File: src/rtl/mmio_pkg.sv
// Shared types and constants for the picorv32 memory-mapped interconnect.
// Holds the transaction state encoding and small sizing/arithmetic helpers.
package mmio_pkg;

    typedef enum logic [1:0] {
        IDLE   = 2'd0,
        ACCESS = 2'd1,
        RESP   = 2'd2,
        ERROR  = 2'd3
    } mmio_state_e;

    localparam logic [31:0] DEFAULT_ERR_DATA = 32'hDEADBEEF;
    localparam int          DEFAULT_TIMEOUT  = 16;
    localparam int          DEFAULT_CNT_W    = $clog2(DEFAULT_TIMEOUT + 1);

    // Counter width able to hold TIMEOUT_CYCLES; never narrower than one bit.
    function automatic int cnt_width(input int timeout);
        return (timeout < 1) ? 1 : $clog2(timeout + 1);
    endfunction

    function automatic int sel_width(input int n);
        return (n < 2) ? 1 : $clog2(n);
    endfunction

    function automatic logic [15:0] sat_inc16(input logic [15:0] v);
        return (v == 16'hFFFF) ? v : v + 16'd1;
    endfunction

endpackage

File: src/rtl/mmio_addr_match.sv
// Combinational address decoder: instruction fetches go to a fixed slave,
// data accesses to the lowest-index slave whose masked base matches.
module mmio_addr_match
    import mmio_pkg::*;
#(
    parameter int                           N_SLAVES    = 9,
    parameter int                           ADDR_WIDTH  = 32,
    parameter logic [N_SLAVES*ADDR_WIDTH-1:0] BASE_ADDRS = {N_SLAVES{32'h0}},
    parameter logic [N_SLAVES*ADDR_WIDTH-1:0] ADDR_MASKS = {N_SLAVES{32'hFFFFFFFC}},
    parameter int                           INSTR_SLAVE = 0,
    parameter int                           SEL_W       = sel_width(N_SLAVES)
) (
    input  logic [ADDR_WIDTH-1:0] addr,
    input  logic                  instr,
    output logic [SEL_W-1:0]      sel_index,
    output logic                  hit
);

    logic [N_SLAVES-1:0] match_s;

    for (genvar i = 0; i < N_SLAVES; i++) begin : g_cmp
        assign match_s[i] = ((addr & ADDR_MASKS[i*ADDR_WIDTH +: ADDR_WIDTH]) ==
                             (BASE_ADDRS[i*ADDR_WIDTH +: ADDR_WIDTH] &
                              ADDR_MASKS[i*ADDR_WIDTH +: ADDR_WIDTH]));
    end

    // Scanning downward leaves the lowest matching index, so it wins overlaps.
    function automatic logic [SEL_W-1:0] first_set(input logic [N_SLAVES-1:0] v);
        logic [SEL_W-1:0] idx;
        idx = '0;
        for (int i = N_SLAVES - 1; i >= 0; i--) begin
            if (v[i]) begin
                idx = SEL_W'(i);
            end
        end
        return idx;
    endfunction

    assign sel_index = instr ? SEL_W'(INSTR_SLAVE) : first_set(match_s);
    assign hit       = instr | (|match_s);

endmodule

File: src/rtl/mmio_interconnect.sv
// picorv32 native bus to N-slave interconnect with per-transaction FSM,
// slave timeout and error reporting so the CPU can never hang on the bus.
module mmio_interconnect
    import mmio_pkg::*;
#(
    parameter int                             N_SLAVES       = 9,
    parameter int                             ADDR_WIDTH     = 32,
    parameter int                             DATA_WIDTH     = 32,
    parameter logic [N_SLAVES*ADDR_WIDTH-1:0] BASE_ADDRS     = {N_SLAVES{32'h0}},
    parameter logic [N_SLAVES*ADDR_WIDTH-1:0] ADDR_MASKS     = {N_SLAVES{32'hFFFFFFFC}},
    parameter int                             INSTR_SLAVE    = 0,
    parameter int                             TIMEOUT_CYCLES = 16,
    parameter logic [DATA_WIDTH-1:0]          ERR_DATA       = DATA_WIDTH'(DEFAULT_ERR_DATA)
) (
    input  logic                           clk_in,
    input  logic                           reset_n_in,
    input  logic                           mem_valid,
    input  logic                           mem_instr,
    input  logic [ADDR_WIDTH-1:0]          mem_addr,
    input  logic [DATA_WIDTH-1:0]          mem_wdata,
    input  logic [3:0]                     mem_wstrb,
    output logic                           mem_ready,
    output logic [DATA_WIDTH-1:0]          mem_rdata,
    output logic [N_SLAVES-1:0]            slv_enable,
    output logic                           slv_write,
    output logic [3:0]                     slv_wstrb,
    output logic [ADDR_WIDTH-1:0]          slv_addr,
    output logic [DATA_WIDTH-1:0]          slv_wdata,
    input  logic [N_SLAVES-1:0]            slv_ready,
    input  logic [N_SLAVES*DATA_WIDTH-1:0] slv_rdata,
    output logic                           bus_error,
    output logic [ADDR_WIDTH-1:0]          err_addr,
    output logic [15:0]                    err_count
);

    localparam int SEL_W = sel_width(N_SLAVES);
    localparam int CNT_W = cnt_width(TIMEOUT_CYCLES);
    localparam logic [CNT_W-1:0] TMO_LAST =
        CNT_W'((TIMEOUT_CYCLES == 0) ? 0 : TIMEOUT_CYCLES - 1);
    localparam bit TMO_EN = (TIMEOUT_CYCLES != 0);

    mmio_state_e             state_r;
    logic [SEL_W-1:0]        sel_r;
    logic [ADDR_WIDTH-1:0]   addr_r;
    logic [CNT_W-1:0]        cnt_r;

    logic [SEL_W-1:0]        sel_s;
    logic                    hit_s;
    logic [ADDR_WIDTH-1:0]   mask_sel_s;
    logic                    sel_ready_s;
    logic [DATA_WIDTH-1:0]   sel_rdata_s;
    logic                    timeout_s;

    mmio_addr_match #(
        .N_SLAVES    (N_SLAVES),
        .ADDR_WIDTH  (ADDR_WIDTH),
        .BASE_ADDRS  (BASE_ADDRS),
        .ADDR_MASKS  (ADDR_MASKS),
        .INSTR_SLAVE (INSTR_SLAVE),
        .SEL_W       (SEL_W)
    ) u_match (
        .addr      (mem_addr),
        .instr     (mem_instr),
        .sel_index (sel_s),
        .hit       (hit_s)
    );

    function automatic logic [N_SLAVES-1:0] onehot(input logic [SEL_W-1:0] idx);
        logic [N_SLAVES-1:0] v;
        v = '0;
        v[idx] = 1'b1;
        return v;
    endfunction

    assign mask_sel_s  = ADDR_MASKS[sel_s*ADDR_WIDTH +: ADDR_WIDTH];
    assign sel_ready_s = slv_ready[sel_r];
    assign sel_rdata_s = slv_rdata[sel_r*DATA_WIDTH +: DATA_WIDTH];
    assign timeout_s   = TMO_EN && (cnt_r == TMO_LAST);

    // Transaction FSM; every output is a register updated from this block.
    always_ff @(posedge clk_in or negedge reset_n_in) begin
        if (!reset_n_in) begin
            state_r    <= IDLE;
            sel_r      <= '0;
            addr_r     <= '0;
            cnt_r      <= '0;
            mem_ready  <= 1'b0;
            mem_rdata  <= '0;
            slv_enable <= '0;
            slv_write  <= 1'b0;
            slv_wstrb  <= 4'h0;
            slv_addr   <= '0;
            slv_wdata  <= '0;
            bus_error  <= 1'b0;
            err_addr   <= '0;
            err_count  <= 16'h0000;
        end else begin
            mem_ready <= 1'b0;
            bus_error <= 1'b0;
            case (state_r)
                IDLE: begin
                    if (mem_valid) begin
                        sel_r     <= sel_s;
                        addr_r    <= mem_addr;
                        slv_write <= (mem_wstrb != 4'h0);
                        slv_wstrb <= mem_wstrb;
                        slv_wdata <= mem_wdata;
                        if (hit_s) begin
                            slv_addr   <= mem_addr & ~mask_sel_s;
                            slv_enable <= onehot(sel_s);
                            cnt_r      <= '0;
                            state_r    <= ACCESS;
                        end else begin
                            slv_addr  <= mem_addr;
                            mem_ready <= 1'b1;
                            bus_error <= 1'b1;
                            mem_rdata <= ERR_DATA;
                            err_addr  <= mem_addr;
                            err_count <= sat_inc16(err_count);
                            state_r   <= ERROR;
                        end
                    end else begin
                        state_r <= IDLE;
                    end
                end
                ACCESS: begin
                    // Ready is tested first so a last-cycle response is not lost.
                    if (sel_ready_s) begin
                        mem_rdata  <= sel_rdata_s;
                        mem_ready  <= 1'b1;
                        slv_enable <= '0;
                        state_r    <= RESP;
                    end else if (timeout_s) begin
                        mem_rdata  <= ERR_DATA;
                        mem_ready  <= 1'b1;
                        bus_error  <= 1'b1;
                        err_addr   <= addr_r;
                        err_count  <= sat_inc16(err_count);
                        slv_enable <= '0;
                        state_r    <= ERROR;
                    end else begin
                        cnt_r <= cnt_r + {{(CNT_W-1){1'b0}}, 1'b1};
                    end
                end
                RESP: begin
                    state_r <= IDLE;
                end
                ERROR: begin
                    state_r <= IDLE;
                end
                default: begin
                    slv_enable <= '0;
                    state_r    <= IDLE;
                end
            endcase
        end
    end

endmodule

File: config.mk
export PLATFORM = sky130hd
export DESIGN_NAME = mmio_interconnect
export DESIGN_NICKNAME = d
export VERILOG_FILES = /design/src/rtl/mmio_pkg.sv /design/src/rtl/mmio_addr_match.sv /design/src/rtl/mmio_interconnect.sv
export SDC_FILE = /design/constraint.sdc
export NUM_CORES = 1
export LEC_CHECK = 0
export BUFFER_PORTS_ARGS = -buffer_cell sky130_fd_sc_hd__buf_4
export CAP_MARGIN = 25
export CORE_AREA = 2 2 207 209
export DETAILED_ROUTE_END_ITERATION = 8
export DIE_AREA = 0 0 209 211
export SYNTH_ARGS = -nofsm -noshare
export SYNTH_HDL_FRONTEND = slang
export SYNTH_SLANG_ARGS = --single-unit
File: constraint.sdc
create_clock -name clk_in -period 2.9 [get_ports clk_in]
set_input_delay 0.58 -clock clk_in [delete_from_list [all_inputs] [get_ports clk_in]]
set_output_delay 0.58 -clock clk_in [all_outputs]
set_load 0.02 [all_outputs]
==> impl_results.md <==
- Yosys warns: 0
- Initial DRC count: 352
- CTS tree: done
- Row count: 75
- Die area: 0.0441 mm²
- HPWL after DPL: 16900 µm
- Vias: 6213
- Initial Utilization: 18.4%
- CTS Buf Count: 17
- Final worst path period need: 2.50 ns
- Post-Route WL: 24200 µm
- Layout area overhead: 41.8%
- CP required: 3.28 ns
- Number of global-route vias before repair: 6136
- # H-tree levels: 4
- Max-slew violations: 0
- Via density: 4.07
- Worst Setup Slack post-DPL: 0.0562 ns
- Core Area: 0.0418 mm²
- CTS max path bufs: 2
- CP startpoint kind: register
- Final ANT Viol Nets: 0
- FF+latch count, synth: 189
- Synth async-reset ratio: 100%
- Max stage delay cell, worst path: or3b_2
- Initial antenna violation count: 1
- R2r worst-path depth: 7
- Critical Path AT: 2.88 ns
- Dominant synthesized flop cell: dfrtp_1
- CP startpoint: cnt_r[0]
- Root Buffer: clkbuf_16
- Pin count of the biggest net entering global routing: 130
- Peak VDD IR: 0.000651 V
- # port buffers: 256
- Setup Skew: 0.0200 ns
- Io pins: 529
- Worst Hold Class: input pin to asynchronous set/reset pin
- Status: complete, no violations
- Crit path to: cnt_r[2]
- CTS Sinks: 189
- Synthesized cell area: 0.00770 mm²
- CP dominant cell by count: ha_1
- Most common cell after layout, fill and taps aside: buf_4
- Antenna Diode Count: 0
- PwrDens: 1120 mW/mm²
- Sequential element share of the synthesized area: 61.5%
- Clock latency on the worst-skew pair: 0.49 ns
- Hold slack final: 0.131 ns
- Worst-Margin Slew: 0.859 ns
- Crit-path cells: ha_1, and3_1, ha_1, or3b_2, a21oi_1, o31ai_1, a22o_1
- CTS clk-pin slew, worst paths: 0.09 ns
- Total global-route track usage: 11.3%
- Post-synth EDFFs: 0
- Grt ovf: 0
- R2r startpoint: cnt_r[0]
- Cells after synthesis: 725
- Final Hold Vio Count: 0
- Crit Path Class: register to register
- RSZ-0062 raised after global routing: no
- Endpoints failing setup: 0
- DR pass1 iterations: 4
- Fill cells: 4401
- Max_cap viols: 0
- Max Clock Freq: 401 MHz
- # resized after CTS: 0
- Hold buffer count at cts: 0
- Pleak: 5.16 nW
- Layout cell share with drive strength beyond 1: 32.4%
- # DRC: 0
- Max Fanout on Critical Path: 5
- Setup slack, reg-to-reg: 0.40 ns
- Worst r2r dst: cnt_r[2]
- Final worst-path cycle share: 86.1%
- Commonest cells after routing, fill and taps aside: 274 x buf_4, 191 x nand2_1, 189 x dfrtp_1
- Slowest stage delay, CP: 0.45 ns
- Final setup margin: 0.404 ns
- Routed length per instance: 15.9 µm
- Setup crit end kind: register
- Die width: 209 µm
- Slew margin rel.: 42.6%
- First-pass GRT wire length: 36800 µm
- Post-layout nets: 1345
- Setup Fix Bufs, Post-CTS: 0
- Post-Syn Area per Cell: 10.6 µm²
- Placer Congestion: 0.768
- Die Height: 211 µm
- Final setup TNS: 0 ns
- Power Total: 12.2 mW
- Post-synth cell types: 44
==> through the flow <==
step | area (µm²) | cells | util (%)
finish | 10900 | 1525 | 26.1
global route | 10900 | 1525 | 26.1
CTS | 10900 | 1525 | 26.1
detailed placement | 10300 | 1493 | 24.6
global placement | 10300 | 1493 | 24.6
floorplan | 7720 | 732 | -
==> worst max-delay path: cells and delay by family, from the launching register on <==
family | cells | cell delay [ns]
flops | 1 | 0.42
compound gates | 3 | 0.87
simple gates | 2 | 0.64
fa+ha+maj | 2 | 0.45
==> layout make-up <==
cell class	instances	area, µm²	area share [%]
multi-input combinational	483	2740	25.1
tap	539	674	6.18
timing repair buffer	277	2110	19.3
sequential	189	4730	43.3
clock inverter	15	211	1.94
inverter	5	21.3	0.195
clock buffer	17	425	3.90
==> metal layers <==
| metal | global-route usage [%] | up-vias | wire (µm) |
|---|---|---|---|
| met5 | 0 | - | 12 |
| met1 | 13.5 | 3047 | 10200 |
| met4 | 4.73 | 2 | 525 |
| met2 | 18.4 | 172 | 11900 |
| met3 | 4.19 | 32 | 1500 |
| li1 | - | 2960 | - |
==> how the worst min path moves through the flow <==
stage	slack, ns	cells past startpoint	end
3_3_place_gp	0.46	2	addr_r[26]
5_1_grt	0.15	1	addr_r[18]
3_5_place_dp	0.46	2	slv_wdata[4]
2_1_floorplan	0.28	0	addr_r[10]
4_1_cts	0.12	1	addr_r[19]
6_report	0.13	1	slv_addr[20]
==> Yosys cell counts (2+ instances only) <==
cell type | instances | area share (%)
nor3_1 | 6 | 0.39
buf_1 | 2 | 0.098
and2_1 | 3 | 0.24
ha_1 | 3 | 0.49
xor2_1 | 8 | 0.91
nand2_1 | 191 | 9.3
o21ai_0 | 62 | 4.0
and4_1 | 2 | 0.23
nand4b_1 | 4 | 0.46
clkbuf_1 | 30 | 1.5
xnor2_1 | 7 | 0.80
nand2b_1 | 5 | 0.41
nor4_1 | 7 | 0.57
dfrtp_1 | 189 | 61
buf_2 | 10 | 0.65
buf_6 | 2 | 0.29
nand3b_1 | 4 | 0.39
mux2i_1 | 33 | 4.3
and3_1 | 4 | 0.33
a22o_1 | 9 | 1.0
o2bb2ai_1 | 2 | 0.23
o22a_1 | 24 | 2.7
a22oi_1 | 32 | 3.1
nand3_1 | 4 | 0.26
nor2_1 | 39 | 1.9
inv_1 | 4 | 0.20
nor3b_1 | 4 | 0.39
a21oi_1 | 4 | 0.26
nand4_1 | 6 | 0.49
buf_4 | 11 | 1.1
==> power breakdown <==
part           internal (mW)  total [mW]  switching, mW  leakage [nW]
Sequential              3.76        4.44          0.685          2.30
Clock                   1.21        2.56           1.35         0.308
Combinational           2.16        5.21           3.05          2.56
==> sequential cells by signal, summed over array words and instances (netlist names) <==
register,flops
addr_r,30
bus_error,1
cnt_r,5
err_addr,32
err_count,16
mem_rdata,32
mem_ready,1
slv_addr,32
slv_enable,1
slv_wdata,32
slv_write,1
slv_wstrb,4
state_r,2
==> cells by family after synthesis <==
| group | Yosys count | share of synthesized area [%] |
|---|---|---|
| compound gates | 139 | 12.0 |
| xor+xnor | 15 | 1.71 |
| fa+ha+maj | 3 | 0.488 |
| buf+inv | 60 | 3.85 |
| flops | 189 | 61.5 |
| mux | 34 | 4.44 |
| other cells | 1 | 0.0487 |
| simple gates | 284 | 16.0 |
Note: power is estimated with default switching activity, not from simulation.
